--- config.mk ---
export PLATFORM = sky130hd
export DESIGN_NAME = sat_counter
export DESIGN_NICKNAME = d
export VERILOG_FILES = /design/src/rtl/enum_seq_checker_sat_counter.sv
export SDC_FILE = /design/constraint.sdc
export NUM_CORES = 1
export LEC_CHECK = 0
export CAP_MARGIN = 5
export CORE_MARGIN = 2
export CORE_UTILIZATION = 25
export DETAILED_ROUTE_END_ITERATION = 10
export SKIP_LAST_GASP = 1
export SLEW_MARGIN = 20
export SYNTH_ARGS = -nofsm -noshare
export SYNTH_HDL_FRONTEND = slang
export SYNTH_SLANG_ARGS = --single-unit
--- constraint.sdc ---
create_clock -name clk -period 4.7 [get_ports clk]
set_input_delay 0.94 -clock clk [delete_from_list [all_inputs] [get_ports clk]]
set_output_delay 0.94 -clock clk [all_outputs]
set_load 0.03 [all_outputs]
--- src/rtl/enum_seq_checker_sat_counter.sv ---
// Saturating up-counter.
//   clk   : clock
//   rst_n : synchronous active-low reset, clears the count
//   inc   : add one this cycle unless already at the all-ones value
//   cnt   : current count
module sat_counter #(
  parameter int WIDTH = 16
) (
  input  logic             clk,
  input  logic             rst_n,
  input  logic             inc,
  output logic [WIDTH-1:0] cnt
);
  always_ff @(posedge clk) begin
    if (!rst_n) begin
      cnt <= '0;
    end else if (inc && (cnt != {WIDTH{1'b1}})) begin
      cnt <= cnt + 1'b1;
    end
  end
endmodule

* After elaboration in Yosys (flattened, before gate mapping)
Cells that the tools add are included.
** Word-level totals
- Output and inout port bits :: 16
- Flip-flop bits (word level) :: 16
- Bits of input ports :: 3
- Word-level logic and storage cells :: 4
** Operators by class
- Add/sub/neg operators :: 1
- Eq/ne operators :: 1
- Reductions and logical operators :: 1
** Operators by type and width (number)
- $add 16x1->16 const B :: 1
- $ne 16x16->1 const B :: 1
- $logic_and 1x1->1 :: 1

* Longest topological paths before layout
- Depth in word-level cells :: 2
- Gate-level depth with buffers :: 6
- Gate-level depth less buffers :: 5

* Worst setup path before layout
OpenSTA, ideal clock, no wires.
- Path kind :: register to register
- From :: reg cnt[0]
- To :: reg cnt[15]
- Stages on the path, launching flop included :: 7
- Path buffers :: 1
- Library setup time :: 129 ps
- Setup slack :: 2923 ps
- Clock period less this slack :: 1777 ps
- Data required time :: 4571 ps
- Data arrival time :: 1648 ps
- Path through :: dfxtp_1 -> ha_1 -> nand3_1 -> nor4_2 -> buf_4 -> nor4_1 -> mux2i_1
** On the way
- Word-level cells in the longest chain between the ends :: 2
- Elaborated cells between the ends (all ways) :: 3
- Those cells by class :: 1 x add/sub; 1 x eq/ne; 1 x reduce/logical
** RTL lines
- start, declared :: line 12 : output logic [WIDTH-1:0] cnt
- start signal, assigned :: line 18 : cnt <= cnt + 1'b1;
- parallel branches: the longest is 2 deep, another holds $add 16x1->16
Parallel ways; which one is timed is not known.
A chain may end at the register's enable or synchronous reset.

* Final worst setup path
- From :: reg cnt[5]
- To :: out cnt[5]
No word-level cell between the ends.

==> results.yml <==
detailed_routing:
  wire_per_inst_um: 11.7
  via_count: 810
  via_per_inst: 4.97
  routed_wl_mm: 1.91
  ant_nets: 0
  drc_errors: 0
  drt_iter0_markers: 22
  dr.pass1.iters: 4
finish:
  fin_util_pct: 33.8
  top_register: "cnt"
  reg.largest.list: "cnt (16)"
  drive_gt1_share_pct: 5.98
  final_area_sq_mm: 0.00111
  synthToLayoutAreaGrowth_pct: 32.4
  final_net_count: 122
  largest_reg_flops: 16
  fill_cells: 349
  diodes: 0
  fin_cells: 163
cts:
  cts_root_buf: "clkbuf_4"
  htreeDepth: 1
  cts_hold_buf: 0
  cts-resized-gates: 0
  worstSkewPairLatency_ns: 0.29
  cts_sinks: 16
  cts_buffers: 3
  clkTransAtPathRegs_ns: 0.09
  clockBufferDepth: 2
  cts_tree: "built"
  post-cts-setup-buffer-count: 0
place:
  dpl_cell_area_sq_mm: 0.00106
  portBuffers: 18
  hpwl_mm: 1.40
  dp_cells: 159
  routabilityCongestion: 0.762
worst_setup_path:
  ff2ff_setup_slack_ns: 2.82
  critPathRequiredTime_ns: 3.76
  path_cells: "clkdlybuf4s50_1"
  r2r-end: "cnt[11]"
  crit_fanout: 7
  worst_path_max_delay_cell: "clkdlybuf4s50_1"
  startpoint_type: "register"
  critPathKind: "reg2out"
  ff2ff_path_depth: 5
  crit_family: "buffers and inverters"
  cp_slowest_stage_delay_ns: 0.73
  endpoint_kind: "output pin"
  arrival_ns: 1.51
  r2r_start: "cnt[0]"
  crit_buf_inv: 1
logic_synthesis:
  syn_avg_cell_area_sq_um: 8.63
  yosysSeqAreaShare_pct: 38.3
  synth-seq-cells: 16
  synthesis.area_sq_um: 837
  synth_fp_nets: 101
  synth.distinct_cells: 31
  synthCells: 97
  ys.warnings.count: 0
floorplanning:
  fp-row-count: 21
  dieArea_sq_mm: 0.00383
  io_pins: 19
  die_h_um: 61.9
  start_util_pct: 25.5
  core_area_sq_mm: 0.00328
  die_x_um: 61.9
min_path:
  worstHoldStart: "cnt[11]"
  whs_path_depth: 2
  min_to: "cnt[11]"
  hp-class: "reg2reg"
sta:
  setup_viol: 0
  fin_crit_sh_pct: 52.1
  maxSlewViolCount: 0
  fin_crit_ns: 2.45
  fin_setup_tns_ns: 0
  rsz0062_at_grt: "no"
  clock_skew_ns: 0.00143
  hold_slack_ns: 0.531
  slew_headroom_pct: 50.1
  worstMarginPinSlew_ns: 0.743
  fmax_mhz: 408
  hold_viol_final: 0
outcome:
  status: "complete, no violations"
grt:
  grt_max_degree: 18
  grt_pass1_wl_mm: 2.97
  first_global_vias: 685
  gr-total-overflow: 0
  antenna_found_initial: 0
  grt_usage_pct: 10.5
power:
  p_per_area_mw_per_mm2: 220
  max-vdd-ir-drop_v: 0.000118
  p_leak_nw: 0.356
flow_run:
  cap_violations: 0
through the flow:
| stage | setup slack [ns] | power, W |
|---|---|---|
| 2_1_floorplan | 2.92 | 0.000149 |
| 3_3_place_gp | 2.24 | 0.000155 |
| 3_5_place_dp | 2.20 | 0.000156 |
| 4_1_cts | 2.23 | 0.000248 |
| 5_1_grt | 2.16 | 0.000256 |
| 6_report | 2.25 | 0.000244 |
synthesized netlist by cell type:
cell type | n | area, sq um
mux2i_1 | 3 | 30.0
o311ai_0 | 1 | 8.76
nor3b_1 | 1 | 7.51
o21ai_0 | 4 | 20.0
nand3_1 | 6 | 30.0
nand3b_1 | 1 | 7.51
or3_4 | 1 | 11.3
nand4_1 | 3 | 18.8
nand2b_1 | 2 | 12.5
xor2_1 | 1 | 8.76
nor2_1 | 5 | 18.8
nand4_4 | 1 | 21.3
inv_1 | 4 | 15.0
o31ai_1 | 5 | 37.5
and4_1 | 3 | 26.3
buf_4 | 1 | 7.51
ha_1 | 1 | 12.5
o41ai_1 | 1 | 8.76
xnor2_1 | 1 | 8.76
clkbuf_1 | 1 | 3.75
nor3_1 | 2 | 10.0
or4_1 | 5 | 37.5
nor4_1 | 3 | 18.8
or3_1 | 2 | 12.5
o211a_1 | 1 | 10.0
dfxtp_1 | 16 | 320
a21oi_1 | 9 | 45.0
o211ai_1 | 1 | 7.51
nor4_2 | 1 | 12.5
nand2_1 | 10 | 37.5
nor4bb_1 | 1 | 10.0
kinds of logic after synthesis:
group           count (synthesis)  synth area share [%]
xor+xnor                        2                  2.09
compound gates                 22                  16.4
flops                          16                  38.3
fa+ha+maj                       1                  1.49
mux                             3                  3.59
simple gates                   47                  35.0
buf+inv                         6                  3.14
worst max-delay path by stage:
stage | startpoint | endpoint | slack [ns] | cells past startpoint
2_1_floorplan | cnt[0] | cnt[15] | 2.92 | 6
3_3_place_gp | inc | cnt[9] | 2.24 | 4
3_5_place_dp | inc | cnt[13] | 2.20 | 4
4_1_cts | cnt[5] | cnt[5] | 2.23 | 1
5_1_grt | cnt[5] | cnt[5] | 2.16 | 1
6_report | cnt[5] | cnt[5] | 2.25 | 1
placed cells by master, fill, tap and decap left out:
cell / instances
a21oi_1: 9
nor2_1: 5
nand3_1: 6
and4_1: 3
xnor2_1: 1
nand4_4: 1
o41ai_1: 1
nor4_4: 1
o211ai_1: 1
o31ai_1: 5
xor2_1: 1
nor4bb_1: 1
clkdlybuf4s50_1: 18
nand3b_1: 1
nand4_1: 3
o311ai_0: 1
clkbuf_4: 3
ha_1: 1
nor3b_1: 1
nand2b_1: 2
nand2_1: 10
or4_1: 5
or3_1: 2
nor3_1: 2
o211a_1: 1
o21ai_0: 4
clkbuf_8: 1
nor4_1: 3
or3_4: 1
dfxtp_1: 16
mux2i_1: 3
inv_1: 4
worst reg2reg max path, cell delays in order (launching register included):
cell	delay [ns]
dfxtp_1	0.43
ha_1	0.26
nand3_1	0.17
nor4_4	0.60
nor4bb_1	0.17
mux2i_1	0.15
final cells by class:
type,count,area [sq um],share of cell area (%)
multi-input cells,75,499,45.0
flip-flops and latches,16,320,28.9
repair buffers,18,180,16.3
well taps,46,57.6,5.19
clock buffers,4,36.3,3.27
inverters,4,15.0,1.35
power breakdown:
part           internal (W)  switching, W  leakage (nW)
combinational    0.00000549    0.00000826         0.205
sequential         0.000137    0.00000178         0.129
clock             0.0000472     0.0000443        0.0210
total              0.000189     0.0000544         0.356
per-layer routing:
layer | global-route usage (%) | part of all wire, %
met5 | 0 | 0
met4 | 2.74 | 0.89
met3 | 3.93 | 4.6
met2 | 17.7 | 48
met1 | 12.6 | 46
(Power assumes the default switching activity.)
